File: config.mk
export PLATFORM = sky130hd
export DESIGN_NAME = port_arbiter_flat
export DESIGN_NICKNAME = d
export VERILOG_FILES = /design/src/rtl/port_arbiter_if.sv /design/src/rtl/port_arbiter.sv /design/src/flat_wrapper.sv
export SDC_FILE = /design/constraint.sdc
export NUM_CORES = 1
export LEC_CHECK = 0
export CAP_MARGIN = 20
export CORE_MARGIN = 8
export CORE_UTILIZATION = 44
export DETAILED_ROUTE_END_ITERATION = 8
export PLACE_DENSITY = 0.85
export SLEW_MARGIN = 0
export SYNTH_ARGS = -nofsm -noshare
export SYNTH_HDL_FRONTEND = slang
export SYNTH_SLANG_ARGS = --single-unit
File: constraint.sdc
create_clock -name clock -period 4.5 [get_ports clock]
set_input_delay 0.675 -clock clock [delete_from_list [all_inputs] [get_ports clock]]
set_output_delay 0.675 -clock clock [all_outputs]
set_load 0.02 [all_outputs]
File: src/rtl/port_arbiter_if.sv
// Link-side bundle for port_arbiter: requester handshake, outbound byte stream and status.
// The arbiter takes the slave view; the requester/downstream side drives through master.
interface port_arbiter_if #(
  parameter int NUM_REQ = 4
);
  logic [NUM_REQ-1:0]        req;
  logic [NUM_REQ-1:0][31:0]  pkt_in;
  logic [NUM_REQ-1:0]        grant;
  logic                      free_outbound;
  logic                      put_outbound;
  logic [7:0]                payload_outbound;
  logic                      busy;
  logic [15:0]               sent_count;

  modport master (
    output req, pkt_in, free_outbound,
    input  grant, put_outbound, payload_outbound, busy, sent_count
  );

  modport slave (
    input  req, pkt_in, free_outbound,
    output grant, put_outbound, payload_outbound, busy, sent_count
  );
endinterface

File: src/rtl/port_arbiter.sv
// Round-robin arbiter that picks one of four requesters and serializes its
// 32-bit packet MSB-first onto a byte-wide outbound link, one idle cycle between packets.
module port_arbiter #(
  parameter int NUM_REQ   = 4,
  parameter int PKT_BYTES = 4
) (
  input  logic           clock,
  input  logic           reset,
  port_arbiter_if.slave  bus
);

  typedef enum logic {IDLE, SEND} state_t;

  localparam logic [1:0] LAST_BYTE = 2'(PKT_BYTES - 1);

  state_t              state_q, state_d;
  logic [1:0]          ptr_q, ptr_d;
  logic [1:0]          byte_cnt_q, byte_cnt_d;
  logic [31:0]         shift_q, shift_d;
  logic [NUM_REQ-1:0]  grant_q, grant_d;
  logic                put_q, put_d;
  logic [7:0]          payload_q, payload_d;
  logic                busy_q, busy_d;
  logic [15:0]         sent_count_q, sent_count_d;

  // Search order starts at the pointer and rotates, so cand[0] has top priority.
  logic [1:0] cand [NUM_REQ];
  logic [1:0] winner;
  logic       win_found;

  genvar gi;
  generate
    for (gi = 0; gi < NUM_REQ; gi++) begin : g_cand
      assign cand[gi] = ptr_q + 2'(gi);
    end
  endgenerate

  always_comb begin
    win_found = 1'b0;
    winner    = 2'd0;
    for (int k = 0; k < NUM_REQ; k++) begin
      if (!win_found && bus.req[cand[k]]) begin
        win_found = 1'b1;
        winner    = cand[k];
      end
    end
  end

  always_comb begin
    state_d      = state_q;
    ptr_d        = ptr_q;
    byte_cnt_d   = byte_cnt_q;
    shift_d      = shift_q;
    grant_d      = '0;
    put_d        = put_q;
    payload_d    = payload_q;
    sent_count_d = sent_count_q;

    case (state_q)
      IDLE: begin
        put_d = 1'b0;
        if (bus.free_outbound && win_found) begin
          grant_d    = NUM_REQ'(1) << winner;
          ptr_d      = winner + 2'd1;
          payload_d  = bus.pkt_in[winner][31:24];
          shift_d    = bus.pkt_in[winner] << 8;
          byte_cnt_d = 2'd0;
          put_d      = 1'b1;
          state_d    = SEND;
        end
      end
      SEND: begin
        // Inputs are ignored here: a started packet always runs to its last byte.
        if (byte_cnt_q == LAST_BYTE) begin
          put_d        = 1'b0;
          byte_cnt_d   = 2'd0;
          sent_count_d = sent_count_q + 16'd1;
          state_d      = IDLE;
        end else begin
          payload_d  = shift_q[31:24];
          shift_d    = shift_q << 8;
          byte_cnt_d = byte_cnt_q + 2'd1;
          put_d      = 1'b1;
        end
      end
      default: state_d = IDLE;
    endcase

    busy_d = (state_d == SEND);
  end

  always_ff @(posedge clock) begin
    if (reset) begin
      state_q      <= IDLE;
      ptr_q        <= 2'd0;
      byte_cnt_q   <= 2'd0;
      shift_q      <= '0;
      grant_q      <= '0;
      put_q        <= 1'b0;
      payload_q    <= 8'h00;
      busy_q       <= 1'b0;
      sent_count_q <= 16'h0000;
    end else begin
      state_q      <= state_d;
      ptr_q        <= ptr_d;
      byte_cnt_q   <= byte_cnt_d;
      shift_q      <= shift_d;
      grant_q      <= grant_d;
      put_q        <= put_d;
      payload_q    <= payload_d;
      busy_q       <= busy_d;
      sent_count_q <= sent_count_d;
    end
  end

  assign bus.grant            = grant_q;
  assign bus.put_outbound     = put_q;
  assign bus.payload_outbound = payload_q;
  assign bus.busy             = busy_q;
  assign bus.sent_count       = sent_count_q;

endmodule

File: src/flat_wrapper.sv
// flat-port wrapper written by rule: the top's interface ports become plain ports
module port_arbiter_flat 
#(
  parameter int NUM_REQ   = 4,
  parameter int PKT_BYTES = 4
)
  (clock, reset, bus_req, bus_pkt_in, bus_free_outbound, bus_grant, bus_put_outbound, bus_payload_outbound, bus_busy, bus_sent_count);
  port_arbiter_if #(.NUM_REQ(NUM_REQ)) bus_i ();
  input  logic clock;
  input  logic reset;
  input wire logic [$bits(bus_i.req)-1:0] bus_req;
  input wire logic [$bits(bus_i.pkt_in)-1:0] bus_pkt_in;
  input wire logic [$bits(bus_i.free_outbound)-1:0] bus_free_outbound;
  output wire logic [$bits(bus_i.grant)-1:0] bus_grant;
  output wire logic [$bits(bus_i.put_outbound)-1:0] bus_put_outbound;
  output wire logic [$bits(bus_i.payload_outbound)-1:0] bus_payload_outbound;
  output wire logic [$bits(bus_i.busy)-1:0] bus_busy;
  output wire logic [$bits(bus_i.sent_count)-1:0] bus_sent_count;
  assign bus_i.req = bus_req;
  assign bus_i.pkt_in = bus_pkt_in;
  assign bus_i.free_outbound = bus_free_outbound;
  assign bus_grant = bus_i.grant;
  assign bus_put_outbound = bus_i.put_outbound;
  assign bus_payload_outbound = bus_i.payload_outbound;
  assign bus_busy = bus_i.busy;
  assign bus_sent_count = bus_i.sent_count;
  port_arbiter #(.NUM_REQ(NUM_REQ), .PKT_BYTES(PKT_BYTES)) u_core (.clock(clock), .reset(reset), .bus(bus_i));
endmodule
==> out/qor.yml, run 1 <==
synth:
  yosys.area_share.simple_pct: 17.6
  synth_edf_count: 0
  mappedNetlistNets: 508
  ys_ff_latch: 57
  synth_area_sq_mm: 0.00329
  synth_cells: 371
  syn_avg_cell_area_sq_um: 8.87
  synth_top_family_by_area: "compound AO/OA/AOI/OAI gates"
  synthMuxAreaShare_pct: 0.304
  synth-main-ff-cell: "dfxtp_1"
  synth.distinct_cells: 40
  yosys_warnings: 0
  synth_compound_area_share_pct: 38.1
  synthArstFlopShare_pct: 0
  synth_adder_area_share_pct: 0.760
  yosysSeqAreaShare_pct: 34.7
  synthXorXnorAreaFrac_pct: 2.93
clock_network:
  path_clk_slew_ps: 60
  htreeDepth: 3
  clock-sinks: 57
  cts_tree: "done"
  cts_hold_buf: 0
  clock-root-buffer: "clkbuf_8"
  clkLatencyLatePin_ps: 340
  cts_resized: 0
  cts_buffer_depth: 2
  cts_made_buffers: 9
  cts_setup_buffers: 0
setup_path:
  critPathLaunchType: "input pin"
  required_ps: 4750
  critPathKind: "in -> reg"
  critPathMaxFanout: 49
  cp.arrival_ps: 3210
  end_kind: "flip-flop"
  r2r_setup_slack_ps: 2180
drt:
  vias_per_cell: 5.96
  wl_per_cell_um: 19.8
  drtAntennaViolNets: 0
  drc: 0
  vias: 3669
  dr.pass1.iters: 5
  wl_um: 12200
  drtIter0Drc: 216
sta:
  post-route-period-util_pct: 65.8
  whs_ps: 480
  period_needed_ps: 2960
  worst_pin_slew_ps: 1030
  totalNegativeSetupSlack_ps: 0
  finClkSkew_ps: 6.72
  maxSlewViolCount: 0
  finalSetupViolations: 0
  hold_viol_final: 0
  relSlewSlack_pct: 31.6
  rsz0062_at_grt: "no"
  fmax_mhz: 338
job:
  maxCapViolCount: 0
pwr:
  p_total_mw: 1.43
  leakagePower_nw: 1.72
  p_per_area_mw_per_mm2: 279
  ir_worst_vdd_mv: 0.170
hold_path:
  hp-class: "reg -> reg"
cells_and_area:
  finalInstanceArea_sq_mm: 0.00513
  fin_nets: 650
  nFillCells: 554
  layout_common_cells: "clkdlybuf4s50_1 (163), dfxtp_1 (57), a221oi_1 (49), a21oi_1 (34), nand2_1 (32)"
  area_growth_pct: 55.8
  layout_commonest_cell: "clkdlybuf4s50_1"
  drive_above_1_share_pct: 9.86
  antennaDiodeCount: 0
status:
  status: "completed"
die:
  die_w_um: 102
  fp.coreArea_sq_mm: 0.00725
  die_area_sq_mm: 0.0105
  initial_core_util_pct: 45.4
  die_h_um: 102
  placementRows: 31
  ios: 165
place:
  dpl_cell_area_sq_mm: 0.00493
  dp_hpwl_um: 8960
  gp_congestion: 0.822
  port_buffers: 164
grt:
  antenna_found_initial: 0
  grt_max_degree: 50
  grt_overflow_total: 0
  grt_pass1_wl_um: 18700
  track_usage_pct: 22.8
  first_global_vias: 3720
## through the flow
stage	cells	setup slack [ps]	utilization [%]
after floorplan	371	2400	-
after global placement	600	1270	68.0
after detailed placement	600	1220	68.0
after CTS	615	1570	70.5
after global routing	616	1260	70.7
final	616	1540	70.7
## worst paths after layout
kind                                                             startpoint                                           to  cells after the start
worst max-delay path                                             bus_req[3]  u_core.bus.payload_outbound[4]$_SDFFE_PP0P_                      6
worst min-delay path            u_core.bus.payload_outbound[2]$_SDFFE_PP0P_  u_core.bus.payload_outbound[2]$_SDFFE_PP0P_                      2
worst max register to register                    u_core.state_q$_SDFF_PP0_  u_core.bus.payload_outbound[4]$_SDFFE_PP0P_                      6
worst min register to register  u_core.bus.payload_outbound[2]$_SDFFE_PP0P_  u_core.bus.payload_outbound[2]$_SDFFE_PP0P_                      2
## critical path, cell delays in order
cell             delay [ps]
clkdlybuf4s50_1         540
o41a_1                  550
a21oi_4                 810
and2_1                  250
a221oi_1                 70
a221oi_2                300
## Yosys cell counts, types with 2 or more instances
master | count | area share [%]
a222oi_1 | 8 | 2.4
and2_1 | 29 | 5.5
buf_2 | 11 | 1.7
clkbuf_1 | 20 | 2.3
nor3_1 | 3 | 0.46
nand2b_1 | 4 | 0.76
nand2_1 | 32 | 3.6
o21ai_0 | 14 | 2.1
inv_1 | 2 | 0.23
nand4_1 | 5 | 0.95
nor2b_1 | 3 | 0.57
nand3_1 | 5 | 0.76
buf_4 | 2 | 0.46
nor2_1 | 20 | 2.3
xor2_1 | 9 | 2.4
a21oi_1 | 34 | 5.2
dfxtp_1 | 57 | 35
a32oi_1 | 8 | 2.1
and3_1 | 5 | 0.95
a221oi_2 | 23 | 10
xnor2_1 | 2 | 0.53
buf_6 | 2 | 0.68
buf_1 | 3 | 0.34
a221oi_1 | 49 | 13
ha_1 | 2 | 0.76
or3_1 | 5 | 0.95
## cells by family after synthesis
| family | Yosys count |
|---|---|
| mux | 1 |
| compound gates | 146 |
| buf+inv | 40 |
| xor+xnor | 11 |
| simple gates | 114 |
| fa+ha+maj | 2 |
| flops | 57 |
## where the power goes
group          leakage [nW]  internal (mW)  switching (mW)  total, mW
logic                  1.16          0.213           0.196      0.410
registers             0.465          0.536          0.0258      0.562
clock network        0.0909          0.249           0.209      0.458
total                  1.72          0.998           0.432       1.43
## routing by layer
| metal | share of wire [%] | GRT usage [%] | up-vias |
|---|---|---|---|
| met1 | 39 | 25.1 | 1724 |
| met3 | 9.9 | 6.82 | 24 |
| met5 | 0 | 0 | - |
| met2 | 49 | 39.6 | 174 |
| met4 | 2.8 | 9.93 | 0 |
| li1 | - | - | 1747 |
## area by class of cell
class / count / area (sq um) / share of cell area, %
clock buffer: 9 / 124 / 2.41
clock inverter: 6 / 60.1 / 1.17
inverter: 2 / 7.51 / 0.146
multi-input combinational: 274 / 1990 / 38.8
sequential: 57 / 1140 / 22.2
tap: 99 / 124 / 2.41
timing repair buffer: 169 / 1680 / 32.8
## flip-flops by register name (all words and copies together), names as in the netlist
register / cells
u_core.state_q: 1
u_core.bus.sent_count: 16
u_core.bus.grant: 4
u_core.shift_q: 24
u_core.byte_cnt_q: 2
u_core.bus.payload_outbound: 8
u_core.ptr_q: 2
No activity file was read; power rests on OpenSTA's default activity.
==> run 2, diff against run 1 <==
Settings changed: CORE_UTILIZATION 44 to 41, PLACE_DENSITY 0.85 to 0.8.
Clock period 4.5 ns to 2.9 ns, I/O delays scaled along.
==> out/qor.yml, run 2 (same netlist as run 1, synthesis figures left out) <==
cells_and_area:
  largest_reg_flops: 24  # unchanged
  antennaDiodeCount: 0  # unchanged
  fin_nets: 655  # +0.77%
  layout_commonest_cell: "clkdlybuf4s50_1"
  final_core_util_pct: 67.2  # -3.5 points
  area_growth_pct: 58.6
  top_register: "u_core.shift_q"
  layout_common_cells: "clkdlybuf4s50_1 (163), dfxtp_1 (57), a221oi_1 (49), a21oi_1 (34), nand2_1 (32)"
  drive_above_1_share_pct: 10.9  # +1.0 points
drt:
  drc: 0  # unchanged
  vias: 3706  # +1.0%
  drtAntennaViolNets: 0  # unchanged
  vias_per_cell: 5.93  # -0.45%
  wl_um: 12200  # unchanged
  wl_per_cell_um: 19.5  # -1.4%
  dr.pass1.iters: 5  # unchanged
  drtIter0Drc: 180  # -17%
sta:
  worst_pin_slew_ps: 746  # -279 ps
  finClkSkew_ps: 9.01  # +2.30 ps
  maxSlewViolCount: 0  # unchanged
  fmax_mhz: 425
  relSlewSlack_pct: 50.3  # +19 points
  rsz0062_at_grt: "no"
  post-route-period-util_pct: 81.1
  period_needed_ps: 2350
  totalNegativeSetupSlack_ps: 0  # unchanged
  hold_viol_final: 0  # unchanged
  finalSetupViolations: 0  # unchanged
clock_network:
  cts_hold_buf: 0  # unchanged
  cts_tree: "done"
  clkLatencyLatePin_ps: 330  # about the same
  htreeDepth: 3  # unchanged
  clock-root-buffer: "clkbuf_8"
  cts_buffer_depth: 2  # unchanged
  cts_setup_buffers: 0  # unchanged
  cts_made_buffers: 9  # unchanged
  path_clk_slew_ps: 70  # about the same
  cts_resized: 0  # unchanged
  clock-sinks: 57  # unchanged
die:
  ios: 165  # unchanged
  die_h_um: 106  # +3.0%
  die_area_sq_mm: 0.0112  # +6.2%
  die_w_um: 106  # +3.0%
  initial_core_util_pct: 42.4  # -3.0 points
  placementRows: 32  # +3.2%
  fp.coreArea_sq_mm: 0.00777  # +7.1%
setup_path:
  critPathMaxFanout: 15  # -69%
  end_kind: "primary output"
  cp.arrival_ps: 1920  # -1290 ps
  cp_slowest_stage_delay_ps: 670  # -140 ps
  crit_chain: "buf_4, clkdlybuf4s50_1"
  slowest_stage: "clkdlybuf4s50_1"
  cp_top_family: "buffers and inverters"
  crit_buf_inv: 2  # +1
  critPathLaunchType: "flip-flop"
  critPathKind: "reg -> out"
  required_ps: 2470  # -2280 ps
pwr:
  leakagePower_nw: 1.76  # +2.6%
  p_per_area_mw_per_mm2: 444  # +59%
  ir_worst_vdd_mv: 0.319  # +88%
  p_total_mw: 2.32  # +62%
place:
  port_buffers: 164  # unchanged
  dp_hpwl_um: 9080  # +1.3%
  gp_congestion: 0.838  # +1.9%
grt:
  grt_max_degree: 50  # unchanged
  grt_overflow_total: 0  # unchanged
  met2_usage_pct: 38.0  # -1.6 points
  track_usage_pct: 21.1  # -1.6 points
  grt_pass1_wl_um: 19400  # +3.5%
  antenna_found_initial: 0  # unchanged
  grt.busiest_layer: "met2"
  first_global_vias: 3829  # +2.9%
  grt_use_met3_pct: 7.49  # +0.67 points
  met1_usage_pct: 23.8  # -1.3 points
hold_path:
  hp-class: "reg -> reg"
status:
  status: "completed"
job:
  maxCapViolCount: 0  # unchanged
## run 2: final timing paths
| path | to | depth (start not counted) | from | slack (ps) |
|---|---|---|---|---|
| worst max-delay path | bus_put_outbound | 2 | u_core.state_q$_SDFF_PP0_ | 550 |
| worst max register to register | u_core.shift_q[25]$_SDFFE_PP0P_ | 5 | u_core.ptr_q[1]$_SDFFE_PP0P_ | 790 |
| worst min-delay path | u_core.shift_q[14]$_SDFFE_PP0P_ | 2 | u_core.shift_q[14]$_SDFFE_PP0P_ | 480 |
| worst min register to register | u_core.shift_q[14]$_SDFFE_PP0P_ | 2 | u_core.shift_q[14]$_SDFFE_PP0P_ | 480 |
## run 2: final cells by class
type	count	area [sq um]
Fill cell	661	2550
Multi-Input combinational cell	274	1990
Clock buffer	12	165
Tap cell	102	128
Clock inverter	4	50.0
Sequential cell	57	1140
Timing Repair Buffer	174	1740
Inverter	2	7.51
## run 2: worst min-delay path, cell delays in order (launching register included)
cell and delay (ps):
dfxtp_1 330, a32oi_1 60, o21ai_0 60
## run 2: per-layer routing
layer  vias up  wire [um]
met5         -          0
met4         0        104
li1       1752          -
met2       140       6200
met1      1806       4900
met3         8       1010
## run 2: power by group
part           switching, mW  internal (mW)
clock                  0.326          0.466
combinational          0.307          0.346
sequential            0.0398          0.832
## run 2: per-stage QoR
stage	setup slack, ps	hold slack [ps]	area, sq um	cells
6_report	547	479	5220	625
5_1_grt	461	500	5220	625
4_1_cts	552	483	5220	625
3_5_place_dp	360	467	5000	609
3_3_place_gp	449	458	5000	609
2_1_floorplan	1040	436	3290	371
==> run 3, diff against run 2 <==
Settings changed: CORE_UTILIZATION 41 to 37, PLACE_DENSITY 0.8 to 0.76.
Clock period 2.9 ns to 2.12 ns, I/O delays scaled along.
==> out/qor.yml, run 3 (same netlist as run 1, synthesis figures left out) <==
pwr:
  ir_worst_vdd_mv: 0.377  # +18%
  netSwitchingPower_uw: 952  # +41%
  p_per_area_mw_per_mm2: 612  # +38%
  pwr-share-seq_pct: 35.7  # -1.9 points
  clkPwrFrac_pct: 35.2  # +1.0 points
  leakagePower_nw: 1.88  # +6.8%
  p_int_mw: 2.39  # +45%
  combinationalPowerShare_pct: 29.1  # +0.9 points
  swShare_pct: 28.5  # -0.56 points
cells_and_area:
  final_core_util_pct: 62.9  # -4.3 points
  antennaDiodeCount: 0  # unchanged
  area_growth_pct: 65.8
  fin_nets: 673  # +2.7%
  layout_commonest_cell: "clkdlybuf4s50_1"
  drive_above_1_share_pct: 14.2  # +3.3 points
  top_register: "u_core.shift_q"
  layout_common_cells: "clkdlybuf4s50_1 (163), dfxtp_1 (57), a221oi_1 (49), a21oi_1 (33), nand2_1 (32)"
  largest_reg_flops: 24  # unchanged
  nFillCells: 746  # +13%
die:
  initial_core_util_pct: 37.9  # -4.4 points
  fp.coreArea_sq_mm: 0.00868  # +12%
  ios: 165  # unchanged
  die_area_sq_mm: 0.0122  # +9.1%
  die_h_um: 110  # +4.5%
  placementRows: 34  # +6.3%
  die_w_um: 110  # +4.5%
grt:
  first_global_vias: 3822  # -0.18%
  antenna_found_initial: 0  # unchanged
  grt_pass1_wl_um: 19500  # +0.43%
  track_usage_pct: 20.0  # -1.2 points
  grt_overflow_total: 0  # unchanged
  grt_max_degree: 37  # -26%
hold_path:
  hold-path-cell-count: 2  # unchanged
  hp-class: "in -> reg"
  holdPathEnd: "u_core.bus.sent_count[0]$_SDFFE_PP0P_"
  min_from: "reset"
sta:
  post-route-period-util_pct: 94.7
  whs_ps: 367  # -112 ps
  period_needed_ps: 2010
  hold_viol_final: 0  # unchanged
  relSlewSlack_pct: 64.7  # +14 points
  finalSetupViolations: 0  # unchanged
  maxSlewViolCount: 0  # unchanged
  finClkSkew_ps: 9.99  # +0.979 ps
  worst_pin_slew_ps: 528  # -218 ps
  rsz0062_at_grt: "no"
  fmax_mhz: 498
setup_path:
  cp.arrival_ps: 2200  # +280 ps
  critPathLaunchType: "input pin"
  critPathMaxFanout: 21  # +6
  r2r_setup_slack_ps: 270  # -520 ps
  reg2reg_from: "u_core.ptr_q[1]$_SDFFE_PP0P_"
  critPathKind: "in -> reg"
  end_kind: "flip-flop"
  required_ps: 2310  # -160 ps
  rr_endpoint: "u_core.shift_q[25]$_SDFFE_PP0P_"
  reg2regPathDepth: 7  # +2
drt:
  wl_um: 12900  # +5.2%
  drtIter0Drc: 238  # +32%
  dr.pass1.iters: 5  # unchanged
  vias: 3778  # +1.9%
  drtAntennaViolNets: 0  # unchanged
  vias_per_cell: 5.82  # -1.8%
  drc: 0  # unchanged
  wl_per_cell_um: 19.8  # +1.3%
clock_network:
  cts_buffer_depth: 2  # unchanged
  clkLatencyLatePin_ps: 330  # about the same
  clock-sinks: 57  # unchanged
  cts_setup_buffers: 0  # unchanged
  path_clk_slew_ps: 70  # about the same
  htreeDepth: 3  # unchanged
  clock-root-buffer: "clkbuf_8"
  cts_tree: "done"
  cts_made_buffers: 9  # unchanged
place:
  dp_hpwl_um: 9560  # +5.3%
  gp_congestion: 0.823  # -1.8%
  port_buffers: 164  # unchanged
status:
  status: "completed"
job:
  maxCapViolCount: 0  # unchanged
## run 3: changes by cell type in the layout (fill, tap and decap cells not counted), sizes merged
cell      change
buf          +17
a21boi        +1
bufinv        +1
clkbuf        -1
clkinv        +1
clkinvlp      -1
## run 3: final cells by class
| cell class | count | area (sq um) | share of cell area (%) |
|---|---|---|---|
| Timing Repair Buffer | 191 | 1930 | 35.3 |
| Sequential cell | 57 | 1140 | 20.9 |
| Clock buffer | 11 | 151 | 2.77 |
| Clock inverter | 5 | 77.6 | 1.42 |
| Multi-Input combinational cell | 275 | 2020 | 37.0 |
| Tap cell | 108 | 135 | 2.48 |
| Inverter | 2 | 7.51 | 0.138 |
## run 3: worst max path at each step
| stage | endpoint | from | slack, ps |
|---|---|---|---|
| 2_1_floorplan | u_core.bus.payload_outbound[6]$_SDFFE_PP0P_ | u_core.state_q$_SDFF_PP0_ | 350 |
| 3_3_place_gp | u_core.bus.payload_outbound[7]$_SDFFE_PP0P_ | bus_req[0] | -210 |
| 3_5_place_dp | u_core.bus.payload_outbound[4]$_SDFFE_PP0P_ | bus_req[1] | -250 |
| 4_1_cts | u_core.shift_q[30]$_SDFFE_PP0P_ | bus_req[0] | 90 |
| 5_1_grt | u_core.shift_q[25]$_SDFFE_PP0P_ | bus_req[1] | 50 |
| 6_report | u_core.shift_q[25]$_SDFFE_PP0P_ | bus_req[1] | 110 |
## run 3: per-stage QoR
step | power, mW | instances | setup TNS (ps) | worst slack (ps) | cell area (sq um)
after floorplan | 1.68 | 371 | 0 | 346 | 3290
after global placement | 2.14 | 632 | -6140 | -212 | 5200
after detailed placement | 2.17 | 632 | -7410 | -254 | 5200
after CTS | 3.34 | 648 | 0 | 93.7 | 5430
after global routing | 3.49 | 649 | 0 | 53.0 | 5460
final | 3.34 | 649 | 0 | 113 | 5460
## run 3: power groups by stage
stage / sequential (mW) / combinational (mW) / clock, mW
after global placement: 1.21 / 0.933 / 0
after CTS: 1.19 / 0.960 / 1.19
after floorplan: 1.22 / 0.460 / 0
after detailed placement: 1.21 / 0.956 / 0
final: 1.19 / 0.971 / 1.18
after global routing: 1.20 / 1.04 / 1.25
## run 3: repair_timing
action / 4_1_cts / 5_1_grt
resized for setup: 0 / 3
endpoints found under the setup margin: 0 / 25
hold buffers: 0 / 0
## run 3: metal layers
layer	global-route usage, %	part of all wire, %	routed length, um
met1	23.1	39	5070
met2	35.1	50	6460
met3	6.34	9.2	1180
met4	4.28	1.1	141
met5	0	0	0
## run 3: critical path, stage by stage
cell and delay, ps:
clkdlybuf4s50_1 570, buf_4 170, nor2_1 40, o221a_2 320
buf_12 170, a221oi_1 370, buf_4 190, a221oi_2 50
